===== src/rtl/map_port_if.sv =====
// map_port_if: renderer, physics-query and BRAM port B signals of the map port arbiter
interface map_port_if #(parameter int ADDR_W = 17, parameter int DATA_W = 4);
  logic              rnd_en;
  logic [ADDR_W-1:0] rnd_addr;
  logic              p1_req, p2_req;
  logic [9:0]        p1_x, p1_y, p2_x, p2_y;
  logic              p1_ack, p2_ack, p1_rvalid, p2_rvalid;
  logic [DATA_W-1:0] p1_rdata, p2_rdata;
  logic [ADDR_W-1:0] bram_addr;
  logic [DATA_W-1:0] bram_dout;
  logic [1:0]        starve_flag;
  modport master (
    output rnd_en, rnd_addr, p1_req, p1_x, p1_y, p2_req, p2_x, p2_y, bram_dout,
    input  p1_ack, p2_ack, p1_rvalid, p2_rvalid, p1_rdata, p2_rdata, bram_addr, starve_flag
  );
  modport slave (
    input  rnd_en, rnd_addr, p1_req, p1_x, p1_y, p2_req, p2_x, p2_y, bram_dout,
    output p1_ack, p2_ack, p1_rvalid, p2_rvalid, p1_rdata, p2_rdata, bram_addr, starve_flag
  );
endinterface


===== src/rtl/map_port_arbiter.sv =====
// map_port_arbiter: shares map BRAM port B between the minimap renderer and two physics terrain queries
module map_port_arbiter #(
  parameter int                ADDR_W       = 17,
  parameter int                DATA_W       = 4,
  parameter int                MAP_WIDTH    = 320,
  parameter int                MAP_HEIGHT   = 240,
  parameter logic [ADDR_W-1:0] BASE_ADDR    = '0,
  parameter int                READ_LATENCY = 1,
  parameter logic [DATA_W-1:0] OOB_INDEX    = 4'hF,
  parameter int                STARVE_LIMIT = 1023
) (
  input logic       clk,
  input logic       rst,
  map_port_if.slave bus
);
  logic [1:0]              req, oob, elig, grant, vld, flag;
  logic [9:0]              qx [2];
  logic [9:0]              qy [2];
  logic [ADDR_W-1:0]       qa [2];
  logic [9:0]              wait_cnt [2];
  logic [DATA_W-1:0]       hold [2];
  logic                    last_p2;
  logic [READ_LATENCY-1:0] tv, tid, toob;
  logic [DATA_W-1:0]       res;
  for (genvar i = 0; i < 2; i++) begin : g_q
    assign req[i]  = i ? bus.p2_req : bus.p1_req;
    assign qx[i]   = i ? bus.p2_x : bus.p1_x;
    assign qy[i]   = i ? bus.p2_y : bus.p1_y;
    assign oob[i]  = int'(qx[i]) >= MAP_WIDTH || int'(qy[i]) >= MAP_HEIGHT;
    // y*320 as two shifts so no multiplier is inferred
    assign qa[i]   = BASE_ADDR + (ADDR_W'(qy[i]) << 8) + (ADDR_W'(qy[i]) << 6) + ADDR_W'(qx[i]);
    assign elig[i] = req[i] && (!bus.rnd_en || oob[i]);
  end
  assign grant[0] = elig[0] && (!elig[1] || last_p2);
  assign grant[1] = elig[1] && (!elig[0] || !last_p2);
  assign bus.p1_ack = grant[0];
  assign bus.p2_ack = grant[1];
  assign bus.bram_addr = bus.rnd_en ? bus.rnd_addr : grant[0] ? qa[0] : grant[1] ? qa[1] : '0;
  assign vld = {tv[READ_LATENCY-1] & tid[READ_LATENCY-1], tv[READ_LATENCY-1] & ~tid[READ_LATENCY-1]};
  assign res = toob[READ_LATENCY-1] ? OOB_INDEX : bus.bram_dout;
  assign bus.p1_rvalid = vld[0];
  assign bus.p2_rvalid = vld[1];
  assign bus.p1_rdata = vld[0] ? res : hold[0];
  assign bus.p2_rdata = vld[1] ? res : hold[1];
  assign bus.starve_flag = flag;
  always_ff @(posedge clk or negedge rst)
    if (!rst) begin
      tv      <= '0;
      tid     <= '0;
      toob    <= '0;
      last_p2 <= 1'b1;
    end else begin
      for (int k = READ_LATENCY - 1; k > 0; k--) begin
        tv[k]   <= tv[k-1];
        tid[k]  <= tid[k-1];
        toob[k] <= toob[k-1];
      end
      tv[0]   <= |grant;
      tid[0]  <= grant[1];
      toob[0] <= grant[1] ? oob[1] : oob[0];
      if (|grant) last_p2 <= grant[1];
    end
  always_ff @(posedge clk or negedge rst)
    if (!rst) begin
      flag <= '0;
      for (int j = 0; j < 2; j++) begin
        hold[j]     <= '0;
        wait_cnt[j] <= '0;
      end
    end else begin
      for (int j = 0; j < 2; j++) begin
        if (vld[j]) hold[j] <= res;
        wait_cnt[j] <= (req[j] && !grant[j]) ? wait_cnt[j] + {9'd0, ~&wait_cnt[j]} : '0;
        if (req[j] && !grant[j] && {1'b0, wait_cnt[j]} + 11'd1 >= 11'(STARVE_LIMIT)) flag[j] <= 1'b1;
      end
    end
endmodule


===== src/flat_wrapper.sv =====
// flat-port wrapper written by rule: the top's interface ports become plain ports
module map_port_arbiter_flat 
#(
  parameter int                ADDR_W       = 17,
  parameter int                DATA_W       = 4,
  parameter int                MAP_WIDTH    = 320,
  parameter int                MAP_HEIGHT   = 240,
  parameter logic [ADDR_W-1:0] BASE_ADDR    = '0,
  parameter int                READ_LATENCY = 1,
  parameter logic [DATA_W-1:0] OOB_INDEX    = 4'hF,
  parameter int                STARVE_LIMIT = 1023
)
  (clk, rst, bus_rnd_en, bus_rnd_addr, bus_p1_req, bus_p1_x, bus_p1_y, bus_p2_req, bus_p2_x, bus_p2_y, bus_bram_dout, bus_p1_ack, bus_p2_ack, bus_p1_rvalid, bus_p2_rvalid, bus_p1_rdata, bus_p2_rdata, bus_bram_addr, bus_starve_flag);
  map_port_if #(.ADDR_W(ADDR_W), .DATA_W(DATA_W)) bus_i ();
  input logic clk;
  input logic rst;
  input wire logic [$bits(bus_i.rnd_en)-1:0] bus_rnd_en;
  input wire logic [$bits(bus_i.rnd_addr)-1:0] bus_rnd_addr;
  input wire logic [$bits(bus_i.p1_req)-1:0] bus_p1_req;
  input wire logic [$bits(bus_i.p1_x)-1:0] bus_p1_x;
  input wire logic [$bits(bus_i.p1_y)-1:0] bus_p1_y;
  input wire logic [$bits(bus_i.p2_req)-1:0] bus_p2_req;
  input wire logic [$bits(bus_i.p2_x)-1:0] bus_p2_x;
  input wire logic [$bits(bus_i.p2_y)-1:0] bus_p2_y;
  input wire logic [$bits(bus_i.bram_dout)-1:0] bus_bram_dout;
  output wire logic [$bits(bus_i.p1_ack)-1:0] bus_p1_ack;
  output wire logic [$bits(bus_i.p2_ack)-1:0] bus_p2_ack;
  output wire logic [$bits(bus_i.p1_rvalid)-1:0] bus_p1_rvalid;
  output wire logic [$bits(bus_i.p2_rvalid)-1:0] bus_p2_rvalid;
  output wire logic [$bits(bus_i.p1_rdata)-1:0] bus_p1_rdata;
  output wire logic [$bits(bus_i.p2_rdata)-1:0] bus_p2_rdata;
  output wire logic [$bits(bus_i.bram_addr)-1:0] bus_bram_addr;
  output wire logic [$bits(bus_i.starve_flag)-1:0] bus_starve_flag;
  assign bus_i.rnd_en = bus_rnd_en;
  assign bus_i.rnd_addr = bus_rnd_addr;
  assign bus_i.p1_req = bus_p1_req;
  assign bus_i.p1_x = bus_p1_x;
  assign bus_i.p1_y = bus_p1_y;
  assign bus_i.p2_req = bus_p2_req;
  assign bus_i.p2_x = bus_p2_x;
  assign bus_i.p2_y = bus_p2_y;
  assign bus_i.bram_dout = bus_bram_dout;
  assign bus_p1_ack = bus_i.p1_ack;
  assign bus_p2_ack = bus_i.p2_ack;
  assign bus_p1_rvalid = bus_i.p1_rvalid;
  assign bus_p2_rvalid = bus_i.p2_rvalid;
  assign bus_p1_rdata = bus_i.p1_rdata;
  assign bus_p2_rdata = bus_i.p2_rdata;
  assign bus_bram_addr = bus_i.bram_addr;
  assign bus_starve_flag = bus_i.starve_flag;
  map_port_arbiter #(.ADDR_W(ADDR_W), .DATA_W(DATA_W), .MAP_WIDTH(MAP_WIDTH), .MAP_HEIGHT(MAP_HEIGHT), .BASE_ADDR(BASE_ADDR), .READ_LATENCY(READ_LATENCY), .OOB_INDEX(OOB_INDEX), .STARVE_LIMIT(STARVE_LIMIT)) u_core (.clk(clk), .rst(rst), .bus(bus_i));
endmodule

===== config.mk =====
export PLATFORM = sky130hd
export DESIGN_NAME = map_port_arbiter_flat
export DESIGN_NICKNAME = d
export VERILOG_FILES = /design/src/rtl/map_port_if.sv /design/src/rtl/map_port_arbiter.sv /design/src/flat_wrapper.sv
export SDC_FILE = /design/constraint.sdc
export NUM_CORES = 1
export LEC_CHECK = 0
export ABC_AREA = 0
export ABC_CLOCK_PERIOD_IN_PS = 5000
export CELL_PAD_IN_SITES_DETAIL_PLACEMENT = 0
export CELL_PAD_IN_SITES_GLOBAL_PLACEMENT = 1
export CORE_ASPECT_RATIO = 0.5
export CORE_UTILIZATION = 38
export DETAILED_ROUTE_END_ITERATION = 7
export PLACE_DENSITY = 0.88
export SLEW_MARGIN = 20
export SYNTH_ARGS = -nofsm -noshare
export SYNTH_HDL_FRONTEND = slang
export SYNTH_SLANG_ARGS = --single-unit

===== constraint.sdc =====
create_clock -name clk -period 5 [get_ports clk]
set_input_delay 0.75 -clock clk [delete_from_list [all_inputs] [get_ports clk]]
set_output_delay 0.75 -clock clk [all_outputs]
set_load 0.03 [all_outputs]

==> results.txt, run 1 <==
Antenna diodes: 0
CTS tree: built
slowest CP cell: clkdlybuf4s50_1
die area: 8880 µm²
Post-synth top flop: dfrtp_1
postcts setup bufs: 0
WS Path Type: input port to primary output
R2R cell count: 9
Worst Hold Depth: 1
placed cell count: 558
FFs w/ async S/R, synth: 100%
Finish-stage setup viols: 0
EDFF count, synth: 0
final hold viol count: 0
IO Port Bufs: 96
PostCTS Resize Cnt: 0
Worst Hold Path EP: u_core.bus.starve_flag[1]
unrepaired setup endpoints after global routing: false
R2R setup slack: 3.11 ns
initial antenna violation count: 0
crit share post-route: 95.2%
Ports: 97
YS warnings: 0
Setup TNS: 0 ns
Cell Chain, Critical Path: clkdlybuf4s50_1 -> inv_1 -> fa_1 -> inv_1 -> ha_1 -> a211o_1 -> a211oi_2 -> o21ai_1 -> o21ai_1 -> xor2_1 -> o221ai_1 -> clkdlybuf4s50_1
critical path data arrival time: 4.01 ns
Crit Path Max Fanout: 3
vias in the first global route: 2646
CP Capture Type: primary output
Antenna Violating Nets Remaining: 0
Pwr Density: 259 nW/µm²
CTS root buf: clkbuf_16
post-synthesis register bit count: 34
Max Cap Viol: 0
Syn Inst Count: 358
Worst Hold Launch: u_core.bus.starve_flag[1]
GPL Wtd Cong: 0.782
ratio of cells with drive above 1 in the final layout: 12.3%
drt total wl: 7240 µm
Max Slew Vio Count: 0
total grt overflow: 0
Detailed Route Iter0 Violations: 90
Layout Area Growth over Synthesis: 37.2%
TritonRoute pass-1 iters: 4
Final Critical Period: 4.76 ns
Peak supply drop: 116 µV
Synth Area per Inst: 9.01 µm²
final hold slack: 0.464 ns
post-synth cell types: 55
Fmax: 210 MHz
Routed WL per cell: 12.8 µm
worst-skew pair later-pin latency: 0.28 ns
reg-to-reg endpoint: u_core.wait_cnt[8]
CP peak stage delay: 0.72 ns
Starting Density: 39.7%
Slew headroom: 68.8%
synthesized area: 3230 µm²
clock sink total: 34
worst slew pin tran: 0.462 ns
syn_nets: 472
CTS HTree Levels: 2
first-pass GRT wire length: 12200 µm
status: finished clean
Core Region: 8120 µm²
hpwl dp: 6000 µm
Die X-Extent: 132 µm
data required time of the worst path: 4.25 ns
Max Root-Sink Buffers: 2
hold_buf cts: 0
final core utilization: 54.5%
Worst Setup Start Kind: input port
Reg clk slew, reported paths: 0.05 ns
Final nets: 567
vias post-DR: 2790
Worst R2R Start: u_core.wait_cnt[6]
clk_skew: 0.00427 ns
Num CTS Buffers: 5
Finished Layout Cells: 566
P_leak: 1.94 nW
Hold Path Class: flip-flop to flip-flop
global-route usage over all layers: 16.9%
DIE HEIGHT: 67.2 µm
Cell Rows: 23
vias per cell: 4.93
pin count of the biggest net entering global routing: 35
DRC Markers: 0
post-synthesis sequential area ratio: 26.4%
==> area by class of cell <==
type | count | area [µm²]
clock buffer | 5 | 125
clock inverter | 3 | 68.8
fill | 738 | 3690
inverter | 24 | 90.1
multi-input combinational | 289 | 2200
sequential | 34 | 852
tap | 112 | 140
timing repair buffer | 99 | 948
==> power breakdown <==
part           switching [mW]  leakage, nW  total [mW]  internal [mW]
registers              0.0106        0.425       0.300          0.290
logic                   0.244         1.42       0.447          0.203
clock network           0.113       0.0940       0.399          0.286
==> critical path: cells and delay by family <==
kind	cells	cell delay, ns
fa+ha+maj	2	0.85
compound gates	5	0.98
xor+xnor	1	0.08
buf+inv	4	1.34
==> kinds of logic (layout without fill, tap and decap cells) <==
logic type / after synthesis / count (layout) / synth area share [%]
flip-flops: 34 / 34 / 26.4
adder cells (fa/ha/maj): 48 / 48 / 20.0
AO/OA/AOI/OAI: 96 / 96 / 23.3
multiplexers: 1 / 1 / 0.349
buffers and inverters: 35 / 131 / 5.39
XOR/XNOR: 31 / 31 / 8.42
AND/OR/NAND/NOR: 113 / 113 / 16.1
==> synthesized netlist by cell type, drive strengths merged (2+ instances only) <==
master | instances | share of area (%)
a211oi | 4 | 1.1
a21o | 4 | 0.93
a21oi | 21 | 4.1
a221oi | 4 | 1.9
a22oi | 10 | 3.1
and3 | 7 | 1.4
buf | 6 | 1.6
clkbuf | 4 | 0.78
dfrtp | 33 | 26
fa | 6 | 3.7
ha | 42 | 16
inv | 24 | 2.8
nand2 | 32 | 3.7
nand2b | 3 | 0.58
nand3 | 15 | 2.3
nand4 | 6 | 1.2
nor2 | 40 | 4.7
nor3 | 5 | 1.1
o21a | 4 | 1.4
o21ai | 31 | 5.5
o21bai | 4 | 0.93
o221ai | 2 | 0.54
o41ai | 3 | 1.0
xnor2 | 14 | 3.8
xor2 | 17 | 4.6
==> worst max path at each step <==
stage                     cells after the start        start                 to  slack (ns)
after CTS                                    11  bus_p1_y[0]  bus_bram_addr[16]        0.21
after floorplan                              10  bus_p2_y[0]  bus_bram_addr[15]        1.18
after global placement                       11  bus_p1_y[0]  bus_bram_addr[16]        0.29
after global routing                         12  bus_p2_y[0]  bus_bram_addr[16]        0.06
final                                        12  bus_p1_y[0]  bus_bram_addr[14]        0.24
after detailed placement                     11  bus_p1_y[0]  bus_bram_addr[16]        0.22
==> cells in the final DEF (no fill, tap or decap), types with 3 or more instances in the layout <==
master           synthesis  final
o21ai_0                 20     20
inv_1                   23     23
nand2b_1                 3      3
a21o_1                   4      4
nand3_1                 15     15
fa_1                     6      6
nand2_1                 32     32
and3_1                   7      7
a22oi_2                  5      5
a21oi_1                 16     16
a211oi_1                 3      3
xnor2_1                 14     14
nand4_1                  6      6
a21oi_2                  4      4
ha_1                    42     42
o21ai_2                  6      6
nor2_1                  40     40
nor3_1                   3      3
buf_4                    2     17
a221oi_2                 4      4
dfrtp_1                 33     33
clkdlybuf4s50_1          0     82
o21ai_1                  5      5
a22oi_1                  5      5
o21bai_1                 4      4
clkbuf_16                0      5
xor2_1                  17     17
==> sequential cells by signal, indices dropped and copies added, names as in the netlist <==
| register | flops |
|---|---|
| u_core.bus.starve_flag | 2 |
| u_core.hold | 8 |
| u_core.last_p2 | 1 |
| u_core.tid | 1 |
| u_core.toob | 1 |
| u_core.tv | 1 |
| u_core.wait_cnt | 20 |
==> metrics by stage <==
stage	cell area, µm²	setup WS [ns]	power, mW
floorplan	3230	1.18	0.599
global placement	4230	0.291	0.753
detailed placement	4230	0.216	0.757
CTS	4420	0.208	1.16
global route	4420	0.0587	1.21
finish	4420	0.240	1.15
==> metal layers <==
metal / wire, µm / up-vias / global-route usage [%]
met5: 0 / - / 0
met4: 50 / 0 / 3.74
met3: 193 / 5 / 2.33
met2: 3440 / 45 / 30.6
met1: 3560 / 1272 / 22.0
li1: - / 1468 / -
No activity file was read; power rests on OpenSTA's default activity.
==> run 2: changes to the inputs <==
- HOLD_SLACK_MARGIN: not set -> 0.1
==> results of run 2 <==
The final DEF is identical to that of run 1; final timing and power are the same.
